--- src/rtl/controlador_desalojo.sv ---
// Eviction/refill engine for one 4-way cache set: picks a victim, writes it back if dirty, refills it from memory.
// Define EVICT_STATS_EN to add saturating eviction and writeback-line counters.
module controlador_desalojo #(
  parameter int  TAG_W      = 8,
  parameter int  DATA_W     = 32,
  parameter int  LINE_WORDS = 4,
  localparam int WB         = $clog2(LINE_WORDS)
) (
  input  logic                  clk,
  input  logic                  rst,
  input  logic                  miss_valid,
  output logic                  miss_ready,
  input  logic [TAG_W-1:0]      miss_tag,
  input  logic                  wr_hit,
  input  logic [1:0]            wr_hit_way,
  output logic [3:0]            way_valid,
  output logic [3:0]            way_dirty,
  output logic [4*TAG_W-1:0]    way_tag,
  input  logic [1:0]            victim_way,
  output logic                  arr_we,
  output logic [1:0]            arr_way,
  output logic [WB-1:0]         arr_word,
  output logic [DATA_W-1:0]     arr_wdata,
  input  logic [DATA_W-1:0]     arr_rdata,
  output logic                  mem_req_valid,
  input  logic                  mem_req_ready,
  output logic                  mem_req_we,
  output logic [TAG_W+WB-1:0]   mem_req_addr,
  output logic [DATA_W-1:0]     mem_wdata,
  input  logic                  mem_rdata_valid,
  input  logic [DATA_W-1:0]     mem_rdata,
  output logic                  done,
  output logic [1:0]            done_way
`ifdef EVICT_STATS_EN
  ,
  output logic [15:0]           evict_cnt,
  output logic [15:0]           wb_cnt
`endif
);

  typedef enum logic [2:0] {
    S_IDLE, S_WB_RD, S_WB_REQ, S_FILL_REQ, S_FILL_WAIT, S_UPDATE
  } state_t;

  localparam logic [WB-1:0] LAST = WB'(LINE_WORDS - 1);

  state_t                   state_q, state_d;
  logic [3:0]               valid_q, valid_d;
  logic [3:0]               dirty_q, dirty_d;
  logic [3:0][TAG_W-1:0]    tag_q, tag_d;
  logic [1:0]               victim_q;
  logic                     vic_valid_q;
  logic [TAG_W-1:0]         old_tag_q;
  logic [TAG_W-1:0]         miss_tag_q;
  logic [WB-1:0]            k_q, j_q, r_q;
  logic [DATA_W-1:0]        hold_q;
  logic                     first_q;

  logic [1:0]               pick_way;
  logic                     pick_dirty;
  logic                     accept;
  logic                     wr_eff;
  logic                     fill_rx;

  // Lowest-index invalid way wins; the policy choice applies only to a full set.
  always_comb begin
    pick_way = victim_way;
    for (int i = 3; i >= 0; i--) begin
      if (!valid_q[i]) pick_way = 2'(i);
    end
  end

  assign accept     = miss_valid && (state_q == S_IDLE);
  assign wr_eff     = wr_hit && valid_q[wr_hit_way] &&
                      !((state_q != S_IDLE) && (wr_hit_way == victim_q));
  assign pick_dirty = dirty_q[pick_way] || (wr_eff && (wr_hit_way == pick_way));
  assign fill_rx    = mem_rdata_valid &&
                      ((state_q == S_FILL_REQ) || (state_q == S_FILL_WAIT));

  // NOTE: every always_comb assigns defaults first so no path can infer a latch.
  always_comb begin
    valid_d = valid_q;
    dirty_d = dirty_q;
    tag_d   = tag_q;
    if (wr_eff) dirty_d[wr_hit_way] = 1'b1;
    if (state_q == S_UPDATE) begin
      valid_d[victim_q] = 1'b1;
      dirty_d[victim_q] = 1'b0;
      tag_d[victim_q]   = miss_tag_q;
    end
  end

  // NOTE: sequential state uses non-blocking assignments so all flops see pre-edge values.
  always_ff @(posedge clk) begin
    if (rst) begin
      state_q <= S_IDLE;
    end else begin
      state_q <= state_d;
    end
  end

  always_comb begin
    state_d = state_q;
    case (state_q)
      S_IDLE:      if (accept) state_d = pick_dirty ? S_WB_RD : S_FILL_REQ;
      S_WB_RD:     state_d = S_WB_REQ;
      S_WB_REQ:    if (mem_req_ready) state_d = (k_q == LAST) ? S_FILL_REQ : S_WB_RD;
      S_FILL_REQ:  if (mem_req_ready && (j_q == LAST)) state_d = S_FILL_WAIT;
      S_FILL_WAIT: if (mem_rdata_valid && (r_q == LAST)) state_d = S_UPDATE;
      S_UPDATE:    state_d = S_IDLE;
      default:     state_d = S_IDLE;
    endcase
  end

  always_comb begin
    miss_ready    = 1'b0;
    mem_req_valid = 1'b0;
    mem_req_we    = 1'b0;
    mem_req_addr  = {miss_tag_q, j_q};
    arr_we        = 1'b0;
    arr_word      = r_q;
    done          = 1'b0;
    done_way      = 2'd0;
    case (state_q)
      S_IDLE:      miss_ready = 1'b1;
      S_WB_RD:     arr_word   = k_q;
      S_WB_REQ: begin
        arr_word      = k_q;
        mem_req_valid = 1'b1;
        mem_req_we    = 1'b1;
        mem_req_addr  = {old_tag_q, k_q};
      end
      S_FILL_REQ: begin
        mem_req_valid = 1'b1;
        arr_we        = mem_rdata_valid;
      end
      S_FILL_WAIT: arr_we = mem_rdata_valid;
      S_UPDATE: begin
        done     = 1'b1;
        done_way = victim_q;
      end
      default: ;
    endcase
  end

  assign arr_way   = victim_q;
  assign arr_wdata = mem_rdata;
  // The array word is only valid in the first WB_REQ cycle; later cycles replay the held copy.
  assign mem_wdata = first_q ? arr_rdata : hold_q;

  // NOTE: the per-way state is plain flops, so it is cleared on reset like any other register.
  always_ff @(posedge clk) begin
    if (rst) begin
      valid_q     <= '0;
      dirty_q     <= '0;
      tag_q       <= '0;
      victim_q    <= '0;
      vic_valid_q <= 1'b0;
      old_tag_q   <= '0;
      miss_tag_q  <= '0;
      k_q         <= '0;
      j_q         <= '0;
      r_q         <= '0;
      hold_q      <= '0;
      first_q     <= 1'b0;
    end else begin
      valid_q <= valid_d;
      dirty_q <= dirty_d;
      tag_q   <= tag_d;
      first_q <= (state_q == S_WB_RD);
      if (first_q) hold_q <= arr_rdata;
      if (accept) begin
        victim_q    <= pick_way;
        vic_valid_q <= valid_q[pick_way];
        old_tag_q   <= tag_q[pick_way];
        miss_tag_q  <= miss_tag;
        k_q         <= '0;
        j_q         <= '0;
        r_q         <= '0;
      end
      if ((state_q == S_WB_REQ) && mem_req_ready)   k_q <= k_q + WB'(1);
      if ((state_q == S_FILL_REQ) && mem_req_ready) j_q <= j_q + WB'(1);
      if (fill_rx)                                  r_q <= r_q + WB'(1);
    end
  end

  assign way_valid = valid_q;
  assign way_dirty = dirty_q;
  assign way_tag   = tag_q;

`ifdef EVICT_STATS_EN
  logic [15:0] evict_cnt_q, wb_cnt_q;

  always_ff @(posedge clk) begin
    if (rst) begin
      evict_cnt_q <= '0;
      wb_cnt_q    <= '0;
    end else begin
      if ((state_q == S_UPDATE) && vic_valid_q && (evict_cnt_q != 16'hFFFF))
        evict_cnt_q <= evict_cnt_q + 16'd1;
      if ((state_q == S_WB_REQ) && mem_req_ready && (k_q == LAST) && (wb_cnt_q != 16'hFFFF))
        wb_cnt_q <= wb_cnt_q + 16'd1;
    end
  end

  assign evict_cnt = evict_cnt_q;
  assign wb_cnt    = wb_cnt_q;
`endif

endmodule
--- config.mk ---
export PLATFORM = sky130hd
export DESIGN_NAME = controlador_desalojo
export DESIGN_NICKNAME = d
export VERILOG_FILES = /design/src/rtl/controlador_desalojo.sv
export SDC_FILE = /design/constraint.sdc
export NUM_CORES = 1
export LEC_CHECK = 0
export BUFFER_PORTS_ARGS = -buffer_cell sky130_fd_sc_hd__buf_2
export CORE_MARGIN = 2
export CORE_UTILIZATION = 35
export CTS_CLUSTER_SIZE = 24
export DETAILED_ROUTE_END_ITERATION = 7
export PLACE_DENSITY = 0.62
export SLEW_MARGIN = 20
export SYNTH_ARGS = -nofsm -noshare
export SYNTH_HDL_FRONTEND = slang
export SYNTH_SLANG_ARGS = --single-unit
--- constraint.sdc ---
create_clock -name clk -period 1.8 [get_ports clk]
set_input_delay 0.09 -clock clk [delete_from_list [all_inputs] [get_ports clk]]
set_output_delay 0.09 -clock clk [all_outputs]
set_load 0.01 [all_outputs]
---- Word level (Yosys, flattened, before mapping) ----
Index checks and enable logic that the tools add are counted.
W data, S select, Z words.
storage, ports and cells
  flip-flop bits (word level) ............. 100
  input port bits ......................... 82
  output and inout port bits .............. 125
  logic and storage cells ................. 104
cells by class
  add/subtract/negate cells ............... 3
  magnitude comparators ................... 5
  eq/ne operators ......................... 14
  multiplexer cells ....................... 39
  bitwise gates (word level) .............. 4
  reductions and logical operators ........ 24
operators by type and width
  operator               count
  $bwmux W32             1
  $mux W32               1
  $mux W2                12
  $bmux W8 S2            1
  $demux W8 S2           1
  $mux W8                2
  $pmux W3 S5            1
  $logic_and A1 B1 Y1    12
  $mux W3                4
  $mux W10               1
  $lt A2 B3 Y1 const B   3
  $mux W1                9
  $mux W4                2
  $or A4 B4 Y4           2
  $add A2 B1 Y2 const B  3
  $eq A2 B2 Y1 const B   3
  $eq A3 B2 Y1 const B   2
  $eq A3 B3 Y1 const B   2
  $ne A2 B2 Y1 const B   3
  $reduce_bool A2 Y1     3
  $reduce_or A2 Y1       3
  $and A4 B4 Y4          1
  $bmux W1 S2            2
  $demux W1 S2           2
  other kinds (10)       13

---- Longest topological paths before layout ----
  depth after elaboration ................. 10
  gate-level depth with buffers ........... 8
  depth with buffers taken out ............ 6

---- Least setup slack after synthesis ----
Ideal clock, no wire load.
  path type ............................... flip-flop to output port
  start ................................... register state_q[1]
  end ..................................... output mem_req_addr[0]
  arrival ................................. 1.552 ns
  data required time ...................... 1.710 ns
  path slack .............................. 0.158 ns
  cell stages (with the launch flop) ...... 7
  path buffers ............................ 3
  cells stage by stage .................... dfxtp_1 > buf_4 > nor2b_1 > buf_2 > and2b_1 > buf_2 > mux2_2
on the way
  longest elaborated chain between the ends .. 2
RTL lines
  item                      line  RTL
  start: declaration        47    state_t state_q, state_d;
  start signal: assignment  98    state_q <= state_d;
  $eq A3 B2 Y1              124   case (state_q)
  $mux W10                  124
  end: declaration          28    output logic [TAG_W+WB-1:0] mem_req_addr,
No other way between the ends.

---- Worst setup path after layout ----
  start ................................... register state_q[0]
  end ..................................... output mem_req_addr[6]
Same word-level chain as after synthesis.

==> impl_metrics.tcl <==
set metrics [dict create \
    timing.setup.critical_path_class "reg2out" \
    wl_per_cell_um 15.6 \
    wire_length_of_the_first_global_routing_pass_mm 18.8 \
    wirelength_mm 12.2 \
    chipWidth_um 120 \
    antenna_cells 0 \
    cp_data_arrival_time_ns 1.69 \
    clk_sinks 100 \
    final_cell_count_no_fill 786 \
    crit_path_end_kind "output port" \
    power.leakage_nw 2.65 \
    final.setup_skew_ns 0.00886 \
    yosys.cell_types.count 49 \
    worst-endpoint-required_ns 1.71 \
    num_io_pins 207 \
    grt-ovfl-total 0 \
    first_iter_violations 147 \
    die_h_um 120 \
    main_synth_ff_type "sky130_fd_sc_hd__dfxtp_1" \
    buffer_ports.inserted 142 \
    die_area_um2 14400 \
    drt-pass1-iter-count 4 \
    gpl.final_weighted_congestion 0.810 \
    finalSetupViolations 0 \
    ir_drop_mv 0.474 \
    timing.hold.worst.class "in2reg" \
    slew_viol_final 0 \
    pin_count_of_the_biggest_net_entering_global_routing 42 \
    ant_nets 0 \
    cts.clk_slew.worst_paths_ns 0.07 \
    grt_setup_unrepaired "yes" \
    total_power_consumption_of_the_routed_design_mw 4.93 \
    ys_top_cells_by_area "sky130_fd_sc_hd__dfxtp_1 42%, sky130_fd_sc_hd__mux2_2 8.4%, sky130_fd_sc_hd__mux2i_1 6.8%" \
    startpoint_type "flop" \
    yosys_register_bits 100 \
    maxCapViolations 0 \
    std_cell_rows 42 \
    number_of_placed_instances_with_taps_included 758 \
    clk_path_buf_depth 2 \
    timing.final.crit_share_pct 98.6 \
    clkLatencyLatePin_ns 0.35 \
    final_worst_path_period_need_ns 1.78 \
    worst_pin_slew_ns 0.625 \
    htreeDepth 3 \
    worst_case_headroom_to_the_max_slew_limit_pct 58.0 \
    postSynth.asyncResetShare_pct 0 \
    routed_via_density 4.88 \
    cts-buffers-inserted 9 \
    remaining_drc_errors 0 \
    routed-via-count 3832 \
    area_delta_synth_final_pct 24.7 \
    cts_tree "yes" \
    num-nets-final 690 \
    whs_path_depth 3 \
    timing.reg2reg.worst_path_depth 4 \
    power.density_cell_area_nw_per_um2 838 \
    final-hold-violation-count 0 \
    groute.usage.overall_pct 16.7 \
    postSynthAreaPerCell_um2 9.60 \
    status "completed" \
    utilization_pct 44.6 \
    synth_area_um2 4710 \
    synth-edff-count 0 \
    fmax_mhz 563 \
    post-synth-top-area-cell "sky130_fd_sc_hd__dfxtp_1" \
    yosysWarnings 0 \
    timing.critical_path.fanout_max 7 \
    placeableCoreArea_um2 13200 \
    synth_fp_nets 576 \
    number_of_antenna_violations_at_the_first_check_in_global_routing 0 \
    fin_hold_ws_ns 0.0393 \
    dp_hpwl_mm 8.72 \
    grt_pass1_vias 3626 \
    cts-root-buf "sky130_fd_sc_hd__clkbuf_16" \
    synth_largest_type_area_fraction_pct 42.5 \
    start_util_pct 35.7 \
    layout-drive-gt1-share_pct 38.2 \
    syn_inst 491 \
    synth-seq-area-share_pct 42.5 \
]
[repair_timing]
item                       4_1_cts  5_1_grt
hold buffers                     8        0
gates resized for setup          9       24
setup endpoints to repair       10       12
hold endpoints to repair         8        0
cloned                           1        0
buffers inserted                 1        2
[worst paths after layout]
path                                 startpoint              end  slack (ns)
worst max-delay path                 state_q[0]  mem_req_addr[6]        0.02
worst min-delay path            mem_rdata_valid           r_q[1]        0.04
worst max register to register       state_q[0]       state_q[1]        0.13
worst min register to register     old_tag_q[0]     old_tag_q[0]        0.46
[cells in the mapped netlist (all sizes together) (2+ instances only)]
library cell,number
nor3b,9
a211oi,10
buf,53
a311o,8
clkbuf,16
mux2i,32
nand2b,2
and2,2
xnor2,3
xor2,2
ha,3
or2,4
nor3,5
nor2,45
and3b,2
nand2,54
nand3,10
nand4,3
inv,4
dfxtp,100
a21oi,29
mux2,44
a31oi,3
nor2b,35
[critical path, cell delays in order, from the launching register on]
cell,delay [ns]
sky130_fd_sc_hd__dfxtp_4,0.36
sky130_fd_sc_hd__buf_8,0.13
sky130_fd_sc_hd__and2b_2,0.25
sky130_fd_sc_hd__buf_8,0.15
sky130_fd_sc_hd__mux2_4,0.32
sky130_fd_sc_hd__buf_6,0.13
[state kept, by name (all words and copies together) (netlist names)]
name,count
arr_way,2
r_q,2
first_q,1
k_q,2
hold_q,32
state_q,3
way_tag,32
miss_tag_q,8
way_valid,4
j_q,2
old_tag_q,8
way_dirty,4
[routing by layer]
layer	routed length, um	global-route usage, %	vias to the layer above
li1	-	-	1868
met1	5300	20.1	1792
met2	5870	28.4	141
met3	854	3.94	31
met4	218	6.62	0
met5	0	0	-
[stage by stage]
stage	setup WS (ns)	area (um2)	TNS, ns
finish	0.0246	5880	0
global route	-0.0211	5880	-0.0905
CTS	-0.0179	5750	-0.0527
detailed placement	0.124	5330	0
global placement	0.143	5330	0
floorplan	0.158	4710	0
[report_power, final]
group	internal (mW)	leakage (nW)	total [mW]	switching [mW]
logic	0.314	1.69	0.631	0.317
clock network	1.10	0.153	1.99	0.890
registers	2.26	0.810	2.31	0.0426
[cell families (layout without fill, tap and decap cells)]
logic type | Yosys count | after routing | share of synthesized area, %
xor+xnor | 5 | 5 | 1.09
flops | 100 | 100 | 42.5
simple gates | 175 | 175 | 18.5
mux | 77 | 77 | 17.9
fa+ha+maj | 3 | 3 | 0.796
compound gates | 58 | 58 | 8.49
buf+inv | 73 | 192 | 10.8
[layout by cell type (no fill, tap or decap), types with 9 or more instances in the layout]
master                      count
sky130_fd_sc_hd__a211oi_1      10
sky130_fd_sc_hd__a21oi_1       29
sky130_fd_sc_hd__buf_2        132
sky130_fd_sc_hd__buf_4         16
sky130_fd_sc_hd__buf_6         11
sky130_fd_sc_hd__clkbuf_16      9
sky130_fd_sc_hd__dfxtp_1       97
sky130_fd_sc_hd__mux2_1         9
sky130_fd_sc_hd__mux2_2        25
sky130_fd_sc_hd__mux2_4        10
sky130_fd_sc_hd__mux2i_1       32
sky130_fd_sc_hd__nand2_1       52
sky130_fd_sc_hd__nand3_1       10
sky130_fd_sc_hd__nor2_1        45
sky130_fd_sc_hd__nor2b_1       34
[final cells by class]
class / instances / area, um2
Clock inverter: 7 / 77.6
Timing Repair Buffer: 172 / 1070
Multi-Input combinational cell: 318 / 2260
Fill cell: 1291 / 7310
Clock buffer: 9 / 225
Sequential cell: 100 / 2010
Tap cell: 176 / 220
Inverter: 4 / 15.0
Note: power is estimated with default switching activity, not from simulation.
